`src/rtl/uart_msg_pkg.sv`:
```
// Shared UART message definitions: byte codes used by both link directions
// and the receive-side game FSM state encoding.
package uart_msg_pkg;

  localparam logic [7:0] MSG_READY = 8'h52;  // 'R'
  localparam logic [7:0] MSG_LOST  = 8'h4C;  // 'L'

  typedef enum logic [2:0] {
    ST_IDLE,
    ST_WAIT_PEER,
    ST_PLAYING,
    ST_WON,
    ST_LINK_DOWN
  } state_t;

endpackage

```
`src/rtl/uart_msg_decoder_if.sv`:
```
// RX FIFO read port between the UART receive FIFO and the message decoder.
interface uart_msg_decoder_if;

  // A byte transfers on every cycle where valid (!rx_empty) and ready
  // (rd_uart) are both high; r_data is the show-ahead head of the FIFO and
  // must be stable while rx_empty=0. The decoder always accepts.
  logic       rx_empty;
  logic [7:0] r_data;
  logic       rd_uart;

  modport master (
    input  rx_empty,
    input  r_data,
    output rd_uart
  );

  modport slave (
    output rx_empty,
    output r_data,
    input  rd_uart
  );

endinterface

```
`src/rtl/link_watchdog.sv`:
```
// Idle-link timer: counts enabled cycles since the last kick and flags
// expiry once TIMEOUT_CYC cycles have passed without one.
module link_watchdog #(
  parameter int TIMEOUT_CYC = 100_000_000
) (
  input  logic clk,
  input  logic rst_n,
  input  logic enable,
  input  logic kick,
  output logic expired
);

  localparam int              T_W    = $clog2(TIMEOUT_CYC);
  localparam logic [T_W-1:0]  T_LAST = T_W'(TIMEOUT_CYC - 1);

  logic [T_W-1:0] t_cnt;

  always_ff @(posedge clk or negedge rst_n) begin
    if (!rst_n) begin
      t_cnt <= '0;
    end else if (!enable || kick) begin
      t_cnt <= '0;
    end else if (t_cnt != T_LAST) begin
      t_cnt <= t_cnt + 1'b1;
    end
  end

  // A valid byte arriving in the final cycle still counts as a live link.
  assign expired = enable && !kick && (t_cnt == T_LAST);

endmodule

```
`src/rtl/uart_msg_decoder.sv`:
```
// Receive-side multiplayer message interpreter: drains the RX FIFO, decodes
// peer 'R'/'L' messages, drives the start/victory handshakes and link timeout.
module uart_msg_decoder
  import uart_msg_pkg::*;
#(
  parameter int R_COUNT     = 4,
  parameter int TIMEOUT_CYC = 100_000_000,
  parameter int ERR_W       = 8
) (
  input  logic               clk,
  input  logic               rst_n,
  input  logic               multiplayer,
  input  logic               local_ready,
  input  logic               clear,
  uart_msg_decoder_if.master rx,
  output logic               peer_ready,
  output logic               start_game,
  output logic               peer_lost,
  output logic               link_lost,
  output logic [7:0]         last_char,
  output logic [ERR_W-1:0]   err_count,
  output state_t             dbg_state
);

  localparam int              RC_W  = $clog2(R_COUNT + 1);
  localparam logic [RC_W-1:0] R_SAT = RC_W'(R_COUNT);

  state_t          state, state_next;
  logic [RC_W-1:0] r_cnt, r_cnt_next;
  logic            pop, is_ready, is_lost, is_other;
  logic            peer_ok, wd_enable, expired, err_inc;

  // The FIFO is drained unconditionally so it can never back up.
  assign rx.rd_uart = rst_n & ~rx.rx_empty;
  assign pop        = rx.rd_uart;
  assign is_ready   = pop && (rx.r_data == MSG_READY);
  assign is_lost    = pop && (rx.r_data == MSG_LOST);
  assign is_other   = pop && !is_ready && !is_lost;

  assign peer_ok    = (r_cnt == R_SAT);
  assign wd_enable  = multiplayer && ((state == ST_WAIT_PEER) || (state == ST_PLAYING));
  assign err_inc    = is_other && multiplayer && (state != ST_WON) && !(&err_count);

  link_watchdog #(
    .TIMEOUT_CYC(TIMEOUT_CYC)
  ) u_watchdog (
    .clk    (clk),
    .rst_n  (rst_n),
    .enable (wd_enable),
    .kick   (is_ready | is_lost),
    .expired(expired)
  );

  always_ff @(posedge clk or negedge rst_n) begin
    if (!rst_n) begin
      state <= ST_IDLE;
      r_cnt <= '0;
    end else begin
      state <= state_next;
      r_cnt <= r_cnt_next;
    end
  end

  always_comb begin
    state_next = state;
    r_cnt_next = r_cnt;
    start_game = 1'b0;
    if (!multiplayer) begin
      state_next = ST_IDLE;
      r_cnt_next = '0;
    end else begin
      case (state)
        ST_IDLE: begin
          if (local_ready) state_next = ST_WAIT_PEER;
        end
        ST_WAIT_PEER: begin
          if (is_ready)  r_cnt_next = peer_ok ? r_cnt : r_cnt + 1'b1;
          else if (pop)  r_cnt_next = '0;
          // 'L' has no meaning here, even on the start cycle.
          if (!local_ready) begin
            state_next = ST_IDLE;
            r_cnt_next = '0;
          end else if (peer_ok) begin
            start_game = 1'b1;
            state_next = ST_PLAYING;
            r_cnt_next = '0;
          end else if (expired) begin
            state_next = ST_LINK_DOWN;
            r_cnt_next = '0;
          end
        end
        ST_PLAYING: begin
          if (is_lost)      state_next = ST_WON;
          else if (expired) state_next = ST_LINK_DOWN;
        end
        ST_WON: begin
          if (clear) state_next = ST_IDLE;
        end
        ST_LINK_DOWN: begin
          if (clear) state_next = ST_IDLE;
        end
        default: state_next = ST_IDLE;
      endcase
    end
  end

  always_ff @(posedge clk or negedge rst_n) begin
    if (!rst_n) begin
      last_char <= '0;
      err_count <= '0;
    end else begin
      if (pop)     last_char <= rx.r_data;
      if (err_inc) err_count <= err_count + 1'b1;
    end
  end

  assign peer_ready = (state == ST_PLAYING) || ((state == ST_WAIT_PEER) && peer_ok);
  assign peer_lost  = (state == ST_WON);
  assign link_lost  = (state == ST_LINK_DOWN);
  assign dbg_state  = state;

endmodule
```
`src/flat_wrapper.sv`:
```
// flat-port wrapper written by rule: the top's interface ports become plain ports
module uart_msg_decoder_flat import uart_msg_pkg::*;
#(
  parameter int R_COUNT     = 4,
  parameter int TIMEOUT_CYC = 100_000_000,
  parameter int ERR_W       = 8
)
  (clk, rst_n, multiplayer, local_ready, clear, peer_ready, start_game, peer_lost, link_lost, last_char, err_count, dbg_state, rx_rx_empty, rx_r_data, rx_rd_uart);
  uart_msg_decoder_if rx_i ();
  input  logic clk;
  input  logic rst_n;
  input  logic multiplayer;
  input  logic local_ready;
  input  logic clear;
  output logic peer_ready;
  output logic start_game;
  output logic peer_lost;
  output logic link_lost;
  output logic [7:0] last_char;
  output logic [ERR_W-1:0] err_count;
  output state_t dbg_state;
  input wire logic [$bits(rx_i.rx_empty)-1:0] rx_rx_empty;
  input wire logic [$bits(rx_i.r_data)-1:0] rx_r_data;
  output wire logic [$bits(rx_i.rd_uart)-1:0] rx_rd_uart;
  assign rx_i.rx_empty = rx_rx_empty;
  assign rx_i.r_data = rx_r_data;
  assign rx_rd_uart = rx_i.rd_uart;
  uart_msg_decoder #(.R_COUNT(R_COUNT), .TIMEOUT_CYC(TIMEOUT_CYC), .ERR_W(ERR_W)) u_core (.clk(clk), .rst_n(rst_n), .multiplayer(multiplayer), .local_ready(local_ready), .clear(clear), .rx(rx_i), .peer_ready(peer_ready), .start_game(start_game), .peer_lost(peer_lost), .link_lost(link_lost), .last_char(last_char), .err_count(err_count), .dbg_state(dbg_state));
endmodule
```
`config.mk`:
```
export PLATFORM = sky130hd
export DESIGN_NAME = uart_msg_decoder_flat
export DESIGN_NICKNAME = d
export VERILOG_FILES = /design/src/rtl/uart_msg_pkg.sv /design/src/rtl/uart_msg_decoder_if.sv /design/src/rtl/link_watchdog.sv /design/src/rtl/uart_msg_decoder.sv /design/src/flat_wrapper.sv
export SDC_FILE = /design/constraint.sdc
export NUM_CORES = 1
export LEC_CHECK = 0
export ABC_AREA = 1
export CAP_MARGIN = 40
export CORE_UTILIZATION = 65
export CTS_CLUSTER_SIZE = 30
export DETAILED_ROUTE_END_ITERATION = 7
export DONT_BUFFER_PORTS = 1
export PLACE_DENSITY = 0.81
export SETUP_SLACK_MARGIN = 0.15
export SKIP_LAST_GASP = 1
export SLEW_MARGIN = 20
export SYNTH_ARGS = -nofsm -noshare
export SYNTH_HDL_FRONTEND = slang
export SYNTH_HIERARCHICAL = 1
export SYNTH_SLANG_ARGS = --single-unit
```
`constraint.sdc`:
```
create_clock -name clk -period 5.2 [get_ports clk]
set_input_delay 1.3 -clock clk [delete_from_list [all_inputs] [get_ports clk]]
set_output_delay 1.3 -clock clk [all_outputs]
set_load 0.05 [all_outputs]
```
==> results of run 1 <==
[through the flow]
stage / hold WS (ns) / utilization [%] / power (mW) / std cells / setup slack (ns)
finish: 0.542 / 72.0 / 0.876 / 544 / 1.81
floorplan: 0.477 / - / 0.587 / 471 / 1.33
CTS: 0.537 / 72.0 / 0.885 / 544 / 1.83
detailed placement: 0.514 / 69.6 / 0.607 / 536 / 1.50
global placement: 0.503 / 69.5 / 0.604 / 535 / 1.56
global route: 0.564 / 72.0 / 0.919 / 544 / 1.49
[synth_stat cells (5+ instances only)]
library cell | count | area share (%)
sky130_fd_sc_hd__nand2_1 | 138 | 16
sky130_fd_sc_hd__nor2_1 | 67 | 7.7
sky130_fd_sc_hd__inv_1 | 61 | 7.0
sky130_fd_sc_hd__dfrtp_1 | 49 | 38
sky130_fd_sc_hd__nand3_1 | 46 | 7.1
sky130_fd_sc_hd__o21ai_0 | 13 | 2.0
sky130_fd_sc_hd__a21oi_1 | 11 | 1.7
sky130_fd_sc_hd__nand4_1 | 11 | 2.1
sky130_fd_sc_hd__nand2_2 | 9 | 1.7
sky130_fd_sc_hd__nor2_2 | 7 | 1.3
sky130_fd_sc_hd__nor3_1 | 7 | 1.1
sky130_fd_sc_hd__nand3_2 | 6 | 1.8
sky130_fd_sc_hd__nor2_4 | 6 | 2.1
sky130_fd_sc_hd__ha_1 | 5 | 1.9
[layer usage]
metal	up-vias	track usage, %	wire (um)
met5	-	0	0
met2	70	48.7	3240
met4	0	6.54	42
li1	1489	-	-
met1	1338	36.3	2940
met3	7	6.35	333
[sequential cells by signal (all words and copies together), names as in the netlist]
name	count
u_core/err_count	8
u_core/r_cnt	3
u_core/dbg_state	3
u_core/u_watchdog/t_cnt	27
u_core/last_char	8
[critical path, delay by kind of cell]
kind	cells	cell delay, ns
AOI/OAI and AO/OA	1	0.06
buffers and inverters	6	0.81
and+or+nand+nor	10	1.44
[worst max path at each step]
stage	depth (start not counted)	from	to
after floorplan	3	multiplayer	start_game
after global placement	17	rx_rx_empty	u_core/r_cnt[1]
after global routing	17	rx_rx_empty	u_core/r_cnt[1]
after CTS	17	rx_rx_empty	u_core/r_cnt[1]
after detailed placement	17	rx_rx_empty	u_core/r_cnt[1]
final	17	rx_rx_empty	u_core/r_cnt[1]
[cell type report]
type / count / area (sq um)
multi-input combinational: 351 / 1750
fill: 422 / 1340
sequential: 49 / 1230
inverter: 66 / 249
tap: 67 / 83.8
clock buffer: 5 / 68.8
clock inverter: 3 / 46.3
timing repair buffer: 3 / 22.5
[power breakdown]
group / leakage [nW] / total (mW) / internal (mW) / switching (mW)
Combinational: 0.946 / 0.0874 / 0.0338 / 0.0535
Sequential: 0.664 / 0.512 / 0.402 / 0.110
Clock: 0.0543 / 0.277 / 0.144 / 0.133
Total: 1.66 / 0.876 / 0.580 / 0.297
[cell families after synthesis]
| logic type | synth area share, % |
|---|---|
| adders and majority gates | 1.92 |
| xor gates and xnor gates | 1.35 |
| DFF | 37.7 |
| and+or+nand+nor | 45.9 |
| AOI/OAI and AO/OA | 4.57 |
| buffers and inverters | 8.57 |
==> metrics.cfg, run 1 <==
[clocking]
clock_tree.root_cell = sky130_fd_sc_hd__clkbuf_8
cts.repair.resized = 0
clock-sinks = 49
cts_tree = built
tritoncts.num_buffers = 5
cts_hold_buf = 0
buffer_count_from_post_cts_setup_fixing = 0
register_clock_pin_slew_on_the_reported_worst_setup_and_hold_paths_ns = 0.09
clock_path_buffers = 2
clk_latency_ns = 0.31
h-tree-depth = 2

[setup_path]
worst_path_most_repeated_cell = sky130_fd_sc_hd__inv_1
r2r_start = u_core/dbg_state[1]
critPathKind = input port to register
critical_path.startpoint_type = input port
critical_path.reg2reg.endpoint = u_core/r_cnt[1]
critical_path.endpoint_type = register
crit_chain = inv_1 -> nand2_2 -> clkinv_2 -> nand3_1 -> nand2_1 -> nor2_2 -> buf_4 -> nand4_1 -> nor2_1 -> and2_1 -> inv_1 -> nand4_2 -> nand2_2 -> inv_2 -> o21ai_1 -> nand2_1 -> inv_1
reg2regPathDepth = 15
timing.critical_path.slowest_stage_cell = sky130_fd_sc_hd__clkinv_2
reg2reg_setup_slack_ns = 2.37
crit_path_max_fanout = 26
crit_path_max_incr_delay_ns = 0.30
cp.arrival_ns = 3.60
timing.critical_path.required_ns = 5.41

[floorplanning]
floorplan.die.width_um = 72.8
starting_density_of_the_core_pct = 68.0
floorplan.core_area_sq_um = 4790
placementRows = 25
ios = 38
chipHeight_um = 72.8
die_outline_area_sq_um = 5300

[grt]
grt_usage_pct = 28.3
grt_max_degree = 52
globalRoute.totalOverflow = 0
grt_antenna_before_repair = 0
global_route_wire_length_before_repair_mm = 11.9
grt_pass1_vias = 2794

[finish]
commonest_non_fill_non_tap_cells_in_the_layout = sky130_fd_sc_hd__nand2_1, sky130_fd_sc_hd__nor2_1, sky130_fd_sc_hd__inv_1
finalNetCount = 495
insertedDiodeCount = 0
final_common_cell = sky130_fd_sc_hd__nand2_1
syn_to_final_growth_pct = 5.88
finalInstanceArea_sq_um = 3450
final_layout_size_suffix_gt1_share_pct = 11.5

[yosys]
synth_warnings = 6
synthFlopType = sky130_fd_sc_hd__dfrtp_1
postSynth.asyncResetShare_pct = 100
post_syn_nets = 490
synth_edf_count = 0
synth.avg_cell_area_sq_um = 6.91
synth.ff_latch_count = 49
post_synth_instance_area_sq_um = 3260
ys_types = 34
synth-seq-area-share_pct = 37.7
post_synth_inst_count = 471

[worst_hold_path]
hold_path_depth = 2
hold_path_startpoint = u_core/r_cnt[0]
hold-path-endpoint = u_core/r_cnt[0]
hold_class = register to register

[routing]
via_per_inst = 5.34
detail_route.first_pass.iterations = 4
drc = 0
wl_per_cell_um = 12.1
drt_iter0_markers = 252
vias = 2904
route.antenna.remaining_nets = 0
drt_wl_total_mm = 6.56

[sta]
post-route-min-period_ns = 3.39
worst-slew-pin-transition_ns = 0.744
worst_slew_margin_rel_pct = 50.4
fin_setup_tns_ns = 0
rsz_0062_raised_after_global_routing = no
hold_viol = 0
fin_worst_skew_ns = 0.0146
maximum_frequency_from_static_timing_analysis_ghz = 0.295
finalCritPeriodShare_pct = 65.2
slew_violations = 0
finalSetupViolations = 0

[status]
run_status = completed

[flow_run]
maxCapViolCount = 0

[pwr]
p_leak_nw = 1.66
vdd_ir_drop_max_uv = 242
power.density_nw_per_um2 = 254

[placement]
detailed_place_hpwl_mm = 4.97
routabilityCongestion = 0.899
io_buffers = 0
postPlaceCellArea_sq_um = 3330

No activity file was read; power rests on OpenSTA's default activity.
==> run 2: changes to the inputs <==
--- a/config.mk
+++ b/config.mk
@@ -7,11 +7,11 @@
 export LEC_CHECK = 0
 export ABC_AREA = 1
 export CAP_MARGIN = 40
-export CORE_UTILIZATION = 65
+export CORE_UTILIZATION = 58
 export CTS_CLUSTER_SIZE = 30
 export DETAILED_ROUTE_END_ITERATION = 7
 export DONT_BUFFER_PORTS = 1
-export PLACE_DENSITY = 0.81
+export PLACE_DENSITY = 0.76
 export SETUP_SLACK_MARGIN = 0.15
 export SKIP_LAST_GASP = 1
 export SLEW_MARGIN = 20
==> constraint.sdc (replaced) <==
create_clock -name clk -period 2.9 [get_ports clk]
set_input_delay 0.725 -clock clk [delete_from_list [all_inputs] [get_ports clk]]
set_output_delay 0.725 -clock clk [all_outputs]
set_load 0.05 [all_outputs]
==> run 2 against run 1 <==
Clock skew is 0.011 ns lower. Largest power group unchanged. Utilization shrank 6.6 points. Combinational power rose by 100%. Critical endpoint unchanged. Sequential cell count stayed put. Sequential share of layout area barely moved. Global-route usage is 3.9 points lower.
==> metrics.cfg, run 2 (synthesized netlist as in run 1, its figures left out) <==
[status]
run_status = completed

[setup_path]
r2r_start = u_core/dbg_state[2]
cp.arrival_ns = 2.52  ; -1.08 ns
critical_path.endpoint_type = register
crit_chain = inv_1 -> nand2_2 -> nor2_1 -> nand3_1 -> nand2_1 -> nor2_2 -> nand4_1 -> nor2_1 -> and2_1 -> inv_1 -> nand4_2 -> nand2_2 -> nand2_1 -> nand2_1 -> nand2_1 -> inv_1
reg2reg_setup_slack_ns = 0.70  ; -1.67 ns
cp-startpoint = rx_rx_empty
timing.critical_path.required_ns = 3.10  ; -2.31 ns
crit_path_max_incr_delay_ns = 0.24  ; -0.06 ns
critical_path.reg2reg.endpoint = u_core/r_cnt[1]
critical_path.startpoint_type = input port
crit_path_end = u_core/r_cnt[1]
reg2regPathDepth = 15  ; unchanged
critPathKind = input port to register
crit_path_max_fanout = 17  ; -35%
timing.critical_path.slowest_stage_cell = sky130_fd_sc_hd__nand2_2
critical_path.top_delay_family = simple AND/OR/NAND/NOR gates
worst_path_most_repeated_cell = sky130_fd_sc_hd__nand2_1
timing.critical_path.buf_inv = 3  ; -3
path_depth = 16  ; -1

[sta]
post-route-min-period_ns = 2.31
fin_setup_tns_ns = 0  ; unchanged
finalSetupViolations = 0  ; unchanged
worst_slew_margin_rel_pct = 59.3  ; +8.9 points
worst-slew-pin-transition_ns = 0.610  ; -0.134 ns
maximum_frequency_from_static_timing_analysis_ghz = 0.432
slew_violations = 0  ; unchanged
finalCritPeriodShare_pct = 79.8
fin_worst_skew_ns = 0.00402  ; -0.0106 ns
hold_viol = 0  ; unchanged
hold_ws_ns = 0.112  ; -0.430 ns
rsz_0062_raised_after_global_routing = no

[grt]
global_route_wire_length_before_repair_mm = 11.6  ; -2.0%
busiest_layer = met2
groute.layer.met2.usage_pct = 41.3  ; -7.5 points
globalRoute.totalOverflow = 0  ; unchanged
grt_util_met1_pct = 30.4  ; -5.9 points
grt_antenna_before_repair = 0  ; unchanged
grt_max_degree = 52  ; unchanged
grt_usage_pct = 24.4  ; -3.9 points
gr-usage-met3_pct = 4.88  ; -1.5 points
grt_pass1_vias = 2758  ; -1.3%

[finish]
commonest_non_fill_non_tap_cells_in_the_layout = sky130_fd_sc_hd__nand2_1, sky130_fd_sc_hd__nor2_1, sky130_fd_sc_hd__inv_1
top_register = u_core/u_watchdog/t_cnt
reg.largest.list = u_core/u_watchdog/t_cnt x27, u_core/err_count x8, u_core/last_char x8
finalNetCount = 499  ; +0.81%
insertedDiodeCount = 0  ; unchanged
fillers = 509  ; +21%
final_common_cell = sky130_fd_sc_hd__nand2_1
largest_reg_flops = 27  ; unchanged
syn_to_final_growth_pct = 5.92  ; about the same
final_layout_size_suffix_gt1_share_pct = 12.1  ; +0.53 points

[pwr]
power.total_mw = 1.47  ; +67%
power_report.internal_total_mw = 0.952  ; +64%
share_clk_of_total_power_pct = 26.6  ; -5.0 points
sw_frac_of_total_pct = 35.1  ; +1.2 points
switching_power_mw = 0.515  ; +73%
p_leak_nw = 1.68  ; +0.70%
power.density_nw_per_um2 = 425  ; +67%
seq_power_share_pct = 61.5  ; +3.1 points
vdd_ir_drop_max_uv = 385  ; +59%
share_comb_of_total_power_pct = 11.9  ; +1.9 points

[clocking]
h-tree-depth = 2  ; unchanged
cts_hold_buf = 0  ; unchanged
register_clock_pin_slew_on_the_reported_worst_setup_and_hold_paths_ns = 0.09  ; about the same
clock_path_buffers = 2  ; unchanged
clock_tree.root_cell = sky130_fd_sc_hd__clkbuf_8
clock-sinks = 49  ; unchanged
clk_latency_ns = 0.30  ; about the same
tritoncts.num_buffers = 5  ; unchanged
buffer_count_from_post_cts_setup_fixing = 0  ; unchanged
cts_tree = built
cts.repair.resized = 0  ; unchanged

[floorplanning]
floorplan.core_area_sq_um = 5270  ; +10%
starting_density_of_the_core_pct = 61.8  ; -6.3 points
ios = 38  ; unchanged
die_outline_area_sq_um = 5920  ; +12%
placementRows = 26  ; +4.0%
floorplan.die.width_um = 76.9  ; +5.7%
chipHeight_um = 76.9  ; +5.7%

[routing]
drc = 0  ; unchanged
drt_wl_total_mm = 6.79  ; +3.5%
route.antenna.remaining_nets = 0  ; unchanged
wl_per_cell_um = 12.3  ; +2.2%
drt_iter0_markers = 173  ; -31%
detail_route.first_pass.iterations = 5  ; +1
vias = 2948  ; +1.5%
via_per_inst = 5.35  ; +0.23%

[placement]
detailed_place_hpwl_mm = 5.09  ; +2.3%
io_buffers = 0  ; unchanged
routabilityCongestion = 0.906  ; +0.71%

[flow_run]
maxCapViolCount = 0  ; unchanged

[worst_hold_path]
hold_class = input port to asynchronous set/reset pin

-- run 2: worst min-delay path by stage --
stage | depth (start not counted) | end
2_1_floorplan | 0 | u_core/dbg_state[0]
6_report | 0 | u_core/u_watchdog/t_cnt[12]
3_3_place_gp | 0 | u_core/u_watchdog/t_cnt[13]
3_5_place_dp | 0 | u_core/u_watchdog/t_cnt[11]
5_1_grt | 0 | u_core/u_watchdog/t_cnt[19]
4_1_cts | 0 | u_core/r_cnt[2]
-- run 2: through the flow --
step | setup WS [ns] | instance area (sq um) | cells | utilization (%)
6_report | 0.585 | 3450 | 551 | 65.4
5_1_grt | 0.348 | 3450 | 551 | 65.4
4_1_cts | 0.571 | 3450 | 551 | 65.4
3_5_place_dp | 0.271 | 3370 | 543 | 63.9
3_3_place_gp | 0.360 | 3370 | 543 | 63.9
2_1_floorplan | 0.167 | 3260 | 471 | -
-- run 2: routing by layer --
metal | wire length [um] | up-vias | share of wire (%)
li1 | - | 1504 | -
met1 | 3170 | 1383 | 47
met2 | 3260 | 50 | 48
met3 | 247 | 11 | 3.6
met4 | 116 | 0 | 1.7
met5 | 0 | - | 0
-- run 2: final cells by class --
class | instances | area [sq um] | share of cell area [%]
Multi-Input combinational cell | 351 | 1750 | 50.8
Sequential cell | 49 | 1230 | 35.6
Clock buffer | 6 | 72.6 | 2.10
Clock inverter | 2 | 10.0 | 0.290
Tap cell | 70 | 87.6 | 2.54
Timing Repair Buffer | 7 | 52.6 | 1.52
Inverter | 66 | 249 | 7.22
-- run 2: worst reg2reg max path, delay by kind of cell (launching register included) --
kind / cells / cell delay [ns]
flip-flops: 1 / 0.40
buffers and inverters: 4 / 0.34
AND/OR/NAND/NOR: 10 / 1.15
AO/OA/AOI/OAI: 1 / 0.20
-- run 2: power groups by stage --
stage / clock [mW] / sequential, mW / combinational, mW
finish: 0.390 / 0.902 / 0.175
global placement: 0 / 0.917 / 0.168
floorplan: 0 / 0.917 / 0.135
global route: 0.428 / 0.910 / 0.201
detailed placement: 0 / 0.917 / 0.174
CTS: 0.407 / 0.904 / 0.174
